===== src/rtl/llr_if.sv =====
// llr_if: handshake and data bundle between the LLR stage and its
// alpha/beta/gamma memories and downstream consumer.
// a[s] = alpha_k(s), b[s] = beta_k+1(s), g[x][bit] = gamma of the branch
// into next state x with input bit 'bit'.
interface llr_if #(
    parameter int ADDR_W = 8,
    parameter int LLR_W  = 16
);
    logic                     start;
    logic                     rd_en;
    logic [ADDR_W-1:0]        rd_addr;
    logic signed [15:0]       a [8];
    logic signed [15:0]       b [8];
    logic signed [15:0]       g [8][2];
    logic signed [LLR_W-1:0]  llr;
    logic                     llr_valid;
    logic                     hard_bit;
    logic [ADDR_W-1:0]        llr_idx;
    logic                     busy;
    logic                     done;

    modport master (
        output start, a, b, g,
        input  rd_en, rd_addr, llr, llr_valid, hard_bit, llr_idx, busy, done
    );

    modport slave (
        input  start, a, b, g,
        output rd_en, rd_addr, llr, llr_valid, hard_bit, llr_idx, busy, done
    );
endinterface


===== src/rtl/llr_stage.sv =====
// llr_stage: final max-log-MAP stage. Sweeps k = 0..FRAME_LEN-1 over the
// alpha/beta/gamma memories and emits one saturated LLR and hard decision
// per cycle, 6 cycles after the read strobe of the same index.
// Optional build macro LLR_SCALE_EN: output is diff - (diff >>> 2) before
// saturation (about 0.75 extrinsic scaling), same latency.
//
// state | meaning
// IDLE  | waiting for start
// READ  | issuing read addresses 0..FRAME_LEN-1
// DRAIN | waiting for the last LLR to leave the pipeline
module llr_stage #(
    parameter int FRAME_LEN = 256,
    parameter int ADDR_W    = 8,
    parameter int LLR_W     = 16
) (
    input  logic clk,
    input  logic rst,
    llr_if.slave io
);
    typedef enum logic [1:0] {IDLE = 2'd0, READ = 2'd1, DRAIN = 2'd2} state_t;

    localparam logic [ADDR_W-1:0]  LAST   = ADDR_W'(FRAME_LEN - 1);
    localparam logic signed [18:0] SAT_HI = (19'sd1 <<< (LLR_W - 1)) - 19'sd1;
    localparam logic signed [18:0] SAT_LO = -(19'sd1 <<< (LLR_W - 1));
    // Next trellis state reached from current state s with input bit 0 / 1
    localparam logic [2:0] NXT0 [8] = '{3'd0, 3'd4, 3'd5, 3'd1, 3'd2, 3'd6, 3'd7, 3'd3};
    localparam logic [2:0] NXT1 [8] = '{3'd4, 3'd0, 3'd1, 3'd5, 3'd6, 3'd2, 3'd3, 3'd7};

    state_t                  state_q, state_d;
    logic [ADDR_W-1:0]       addr_q, addr_d;
    logic [5:0]              vld_q;
    logic [ADDR_W-1:0]       idx_q [6];
    logic signed [17:0]      sum_q [2][8];
    logic signed [17:0]      mx4_q [2][4];
    logic signed [17:0]      mx2_q [2][2];
    logic signed [17:0]      mx1_q [2];
    logic signed [LLR_W-1:0] llr_q;
    logic                    hard_q;
    logic signed [18:0]      diff_w, scl_w, sat_w;
    logic                    rd_en_w, done_w;

    function automatic logic signed [17:0] sx(input logic signed [15:0] v);
        return 18'(v);
    endfunction

    function automatic logic signed [17:0] smax(input logic signed [17:0] x,
                                                input logic signed [17:0] y);
        return (x > y) ? x : y;
    endfunction

    assign rd_en_w = (state_q == READ);
    assign done_w  = (state_q == DRAIN) && vld_q[5] && (idx_q[5] == LAST);

    assign io.rd_en     = rd_en_w;
    assign io.rd_addr   = addr_q;
    assign io.busy      = (state_q != IDLE);
    assign io.done      = done_w;
    assign io.llr       = llr_q;
    assign io.llr_valid = vld_q[5];
    assign io.hard_bit  = hard_q;
    assign io.llr_idx   = idx_q[5];

    // FSM state and read address registers
    always_ff @(posedge clk or posedge rst) begin
        if (rst) begin
            state_q <= IDLE;
            addr_q  <= '0;
        end else begin
            state_q <= state_d;
            addr_q  <= addr_d;
        end
    end

    // Next-state and read address sequencing; start is only honoured in IDLE
    always_comb begin
        state_d = state_q;
        addr_d  = addr_q;
        case (state_q)
            IDLE: begin
                if (io.start) begin
                    state_d = READ;
                    addr_d  = '0;
                end
            end
            READ: begin
                if (addr_q == LAST) state_d = DRAIN;
                else                addr_d  = addr_q + 1'b1;
            end
            DRAIN: begin
                if (done_w) state_d = IDLE;
            end
            default: state_d = IDLE;
        endcase
    end

    // Valid/index shadow pipeline; indices only move with valid data so
    // llr_idx holds its last value between frames
    always_ff @(posedge clk or posedge rst) begin
        if (rst) begin
            vld_q <= '0;
            for (int j = 0; j < 6; j++) idx_q[j] <= '0;
        end else begin
            vld_q <= {vld_q[4:0], rd_en_w};
            if (rd_en_w) idx_q[0] <= addr_q;
            for (int j = 1; j < 6; j++) begin
                if (vld_q[j-1]) idx_q[j] <= idx_q[j-1];
            end
        end
    end

    // P5 arithmetic: bit1 minus bit0 metric, optional scaling, saturation
    always_comb begin
        diff_w = {mx1_q[1][17], mx1_q[1]} - {mx1_q[0][17], mx1_q[0]};
`ifdef LLR_SCALE_EN
        scl_w = diff_w - (diff_w >>> 2);
`else
        scl_w = diff_w;
`endif
        if (scl_w > SAT_HI)      sat_w = SAT_HI;
        else if (scl_w < SAT_LO) sat_w = SAT_LO;
        else                     sat_w = scl_w;
    end

    // Datapath: P1 branch sums, P2-P4 max trees, P5 saturated LLR
    always_ff @(posedge clk or posedge rst) begin
        if (rst) begin
            for (int t = 0; t < 2; t++) begin
                for (int s = 0; s < 8; s++) sum_q[t][s] <= '0;
                for (int j = 0; j < 4; j++) mx4_q[t][j] <= '0;
                for (int j = 0; j < 2; j++) mx2_q[t][j] <= '0;
                mx1_q[t] <= '0;
            end
            llr_q  <= '0;
            hard_q <= 1'b0;
        end else begin
            for (int s = 0; s < 8; s++) begin
                sum_q[0][s] <= sx(io.a[s]) + sx(io.g[NXT0[s]][0]) + sx(io.b[NXT0[s]]);
                sum_q[1][s] <= sx(io.a[s]) + sx(io.g[NXT1[s]][1]) + sx(io.b[NXT1[s]]);
            end
            for (int t = 0; t < 2; t++) begin
                for (int j = 0; j < 4; j++) mx4_q[t][j] <= smax(sum_q[t][2*j], sum_q[t][2*j+1]);
                for (int j = 0; j < 2; j++) mx2_q[t][j] <= smax(mx4_q[t][2*j], mx4_q[t][2*j+1]);
                mx1_q[t] <= smax(mx2_q[t][0], mx2_q[t][1]);
            end
            if (vld_q[4]) begin
                llr_q  <= sat_w[LLR_W-1:0];
                hard_q <= (sat_w > 19'sd0);
            end
        end
    end
endmodule

===== src/flat_wrapper.sv =====
// flat-port wrapper written by rule: the top's interface ports become plain ports
module llr_stage_flat 
#(
    parameter int FRAME_LEN = 256,
    parameter int ADDR_W    = 8,
    parameter int LLR_W     = 16
)
  (clk, rst, io_start, io_a, io_b, io_g, io_rd_en, io_rd_addr, io_llr, io_llr_valid, io_hard_bit, io_llr_idx, io_busy, io_done);
  llr_if #(.ADDR_W(ADDR_W), .LLR_W(LLR_W)) io_i ();
  input  logic clk;
  input  logic rst;
  input wire logic [$bits(io_i.start)-1:0] io_start;
  input wire logic [$bits(io_i.a)-1:0] io_a;
  input wire logic [$bits(io_i.b)-1:0] io_b;
  input wire logic [$bits(io_i.g)-1:0] io_g;
  output wire logic [$bits(io_i.rd_en)-1:0] io_rd_en;
  output wire logic [$bits(io_i.rd_addr)-1:0] io_rd_addr;
  output wire logic [$bits(io_i.llr)-1:0] io_llr;
  output wire logic [$bits(io_i.llr_valid)-1:0] io_llr_valid;
  output wire logic [$bits(io_i.hard_bit)-1:0] io_hard_bit;
  output wire logic [$bits(io_i.llr_idx)-1:0] io_llr_idx;
  output wire logic [$bits(io_i.busy)-1:0] io_busy;
  output wire logic [$bits(io_i.done)-1:0] io_done;
  assign io_i.start = io_start;
  assign io_i.a = {>>{io_a}};
  assign io_i.b = {>>{io_b}};
  assign io_i.g = {>>{io_g}};
  assign io_rd_en = io_i.rd_en;
  assign io_rd_addr = io_i.rd_addr;
  assign io_llr = io_i.llr;
  assign io_llr_valid = io_i.llr_valid;
  assign io_hard_bit = io_i.hard_bit;
  assign io_llr_idx = io_i.llr_idx;
  assign io_busy = io_i.busy;
  assign io_done = io_i.done;
  llr_stage #(.FRAME_LEN(FRAME_LEN), .ADDR_W(ADDR_W), .LLR_W(LLR_W)) u_core (.clk(clk), .rst(rst), .io(io_i));
endmodule

===== config.mk =====
export PLATFORM = sky130hd
export DESIGN_NAME = llr_stage_flat
export DESIGN_NICKNAME = d
export VERILOG_FILES = /design/src/rtl/llr_if.sv /design/src/rtl/llr_stage.sv /design/src/flat_wrapper.sv
export SDC_FILE = /design/constraint.sdc
export NUM_CORES = 2
export LEC_CHECK = 0
export ABC_AREA = 1
export CORE_MARGIN = 4
export CORE_UTILIZATION = 40
export DETAILED_ROUTE_END_ITERATION = 6
export MAX_ROUTING_LAYER = met4
export PLACE_DENSITY = 0.72
export SLEW_MARGIN = 20
export SYNTH_ARGS = -nofsm -noshare
export SYNTH_HDL_FRONTEND = slang
export SYNTH_SLANG_ARGS = --single-unit

===== constraint.sdc =====
create_clock -name clk -period 20.1 [get_ports clk]
set_clock_uncertainty 0.15 [all_clocks]
set_input_delay 2.01 -clock clk [delete_from_list [all_inputs] [get_ports clk]]
set_output_delay 2.01 -clock clk [all_outputs]
set_load 0.005 [all_outputs]

==> impl_metrics.py <==
metrics = {
    "power_and_ir_drop": {
        "power.total_mw": 8.12,
        "p_leak_nw": 25.3,
        "ir_drop_mv": 0.0973,
        "power_density_nw_per_um2": 155,
    },
    "final_layout": {
        "fill_cells": 9652,
        "n_antenna_cell": 0,
        "final_cell_mix": "inv_1, nand2_1, dfrtp_1",
        "drive_above_1_share": 0.0362,
        "final_common_cell": "inv_1",
        "final-instance-count-excl-fill": 6610,
        "area_growth_pct": 22.1,
        "final_nets": 6483,
    },
    "detailed_routing": {
        "ant_nets": 0,
        "vias": 33100,
        "drtPass1Iterations": 5,
        "routedWlPerCell_um": 17.8,
        "drt_iter0_drc": 2202,
        "drc_errors": 0,
        "wirelength_um": 118000,
        "routed_via_density": 5.00,
        "wl_met3_um": 5300,
        "wl_met2_um": 58200,
        "dr.max_layer_used": "met4",
        "met1_length_um": 50300,
    },
    "setup_path": {
        "criticalPathCategory": "in2async",
        "worst_ep_required_time_ns": 20.56,
        "rr_worst_depth": 24,
        "worstSetupStartpoint": "rst",
        "startpoint_type": "primary input",
        "max_stage_delay_ns": 0.82,
        "cp-end-kind": "asynchronous set/reset pin",
        "crit_path_cell_trace": "clkdlybuf4s50_1 > inv_8 > buf_4 > buf_4 > buf_4",
        "crit_arrival_ns": 5.57,
        "r2r_start": "u_core.mx1_q[0]",
        "cp_common_cell": "buf_4",
        "slowest_stage": "buf_4",
        "critPathMaxFanout": 121,
    },
    "synth": {
        "synthAdderAreaFrac": 0.281,
        "seq_area_frac_synth": 0.362,
        "synth_top_family_by_area": "adder cells",
        "syn_nets": 5907,
        "synth.avg_cell_area_um2": 9.35,
        "syn_inst": 4591,
        "async_flop_share": 1.00,
        "yosys-top-cells-area": "dfrtp_1, ha_1, fa_1, a21oi_1, inv_1",
        "synth_cell_type_count": 54,
        "synth_edf_count": 0,
        "yosysWarnings": 0,
        "synthSimpleGateAreaFrac": 0.126,
        "netlist_area_um2": 42900,
        "synth_mux_area_frac": 0.00105,
        "dominantRegCellSynth": "dfrtp_1",
        "synth_largest_area_cell": "dfrtp_1",
        "synth_compound_area_frac": 0.114,
        "netlist.area_leader.share": 0.362,
        "synthXorXnorAreaFrac": 0.0482,
        "ys_seq_elements": 621,
    },
    "hold_path": {
        "hold_depth": 2,
        "holdCritPathClass": "reg2reg",
        "min_from": "u_core.idx_q[14]",
    },
    "clock_tree": {
        "numCtsBuffers": 69,
        "cts_sinks": 621,
        "cts_resized": 0,
        "cts_tree": "yes",
        "clkLatencyLatePin_ns": 0.61,
        "root_buffer": "clkbuf_16",
        "clk_path_buf_depth": 3,
        "cts_setup_buffers": 0,
        "path_clk_slew_ns": 0.06,
        "hold_buffers": 0,
        "h-tree-depth": 3,
    },
    "global_routing": {
        "antenna_found_initial": 1,
        "grt_start_max_net_pins": 150,
        "gr-usage-all-layers": 0.213,
        "grt_pass1_vias": 34500,
        "grt_pass1_wl_um": 183000,
        "grt_overflow_total": 0,
    },
    "sta": {
        "timing.fmax_ghz": 0.195,
        "setup_viol_count_final": 0,
        "worst_slack_ns": 14.98,
        "rsz0062_at_grt": "no",
        "slew_headroom": 0.402,
        "fin_crit_sh": 0.255,
        "finalSetupTns_ns": 0,
        "worstMarginPinSlew_ns": 0.897,
        "hold_slack_ns": 0.321,
        "finalHoldViolations": 0,
        "finalCriticalPeriod_ns": 5.12,
        "slew_viol_final": 0,
    },
    "die": {
        "rows": 119,
        "coreArea_um2": 106000,
        "ioPinCount": 552,
        "die-area_um2": 113000,
        "initial_core_util": 0.405,
        "die_w_um": 336,
        "die_h_um": 336,
    },
    "placement": {
        "dp_hpwl_um": 99800,
        "pre_cts_ws_ns": 14.16,
        "dpl.cell_count": 6485,
        "gp_congestion": 0.925,
        "portBuffers": 551,
    },
    "flow_run": {
        "max_cap_viol_count": 0,
    },
    "outcome": {
        "status": "finished clean",
    },
}
power by group:
group | leakage [nW] | internal (mW) | switching (mW)
registers | 7.27 | 1.89 | 0.359
clock network | 1.17 | 0.777 | 0.527
logic | 16.9 | 1.64 | 2.92
total | 25.3 | 4.31 | 3.80
cells by family after synthesis:
group,Yosys count
buffers and inverters,732
and+or+nand+nor,1304
adders and majority gates,801
AOI/OAI and AO/OA,893
DFF,621
xor gates and xnor gates,236
muxes,4
synth_stat cells, drive strengths merged, types with 11 or more instances:
cell type / count
a211oi: 12
a21boi: 25
a21oi: 548
a31oi: 41
buf: 47
clkbuf: 17
dfrtp: 621
fa: 273
ha: 528
inv: 667
nand2: 667
nand3: 177
nand4: 30
nor2: 361
nor3: 38
nor4: 16
o2111ai: 12
o211ai: 14
o21ai: 200
o22ai: 11
xnor2: 73
xor2: 163
stage by stage:
| stage | utilization | instance area, um2 |
|---|---|---|
| after detailed placement | 0.472 | 50000 |
| final | 0.495 | 52400 |
| after floorplan | - | 42900 |
| after global routing | 0.495 | 52400 |
| after global placement | 0.472 | 50000 |
| after CTS | 0.495 | 52400 |
cell type report:
class / count / area [um2] / area share
tap: 1391 / 1740 / 0.0332
clock buffer: 91 / 1970 / 0.0376
clock inverter: 32 / 413 / 0.00788
sequential: 621 / 15500 / 0.297
inverter: 668 / 2510 / 0.0480
multi-input combinational: 3238 / 24500 / 0.468
timing repair buffer: 569 / 5690 / 0.109
metal layers:
metal	vias to the layer above	GRT usage
li1	16300	-
met1	15800	0.267
met2	816	0.364
met3	207	0.0252
met4	0	0.0667
met5	-	-
worst max-delay path: cells and delay by family:
family / cells / cell delay [ns]
buf+inv: 5 / 3.37
registers in the layout, indices dropped and copies added (netlist names), 6 cells and up:
signal	flops
u_core.mx2_q	72
u_core.idx_q	40
u_core.mx4_q	144
u_core.mx1_q	36
u_core.io.llr_idx	8
u_core.io.llr	16
u_core.sum_q	288
u_core.io.rd_addr	8
u_core.vld_q	6
path summary, 6_finish.rpt:
| kind | to | slack [ns] |
|---|---|---|
| min in group asynchronous | u_core.io.llr[2] | 1.78 |
| max in group clk | u_core.sum_q[53] | 15.07 |
| hold / removal | u_core.io.llr_idx[6] | 0.32 |
| hold reg to reg | u_core.io.llr_idx[6] | 0.32 |
| setup / recovery | u_core.sum_q[211] | 14.98 |
| setup reg to reg | u_core.io.hard_bit | 16.32 |
Power figures use the tool's default switching activity.
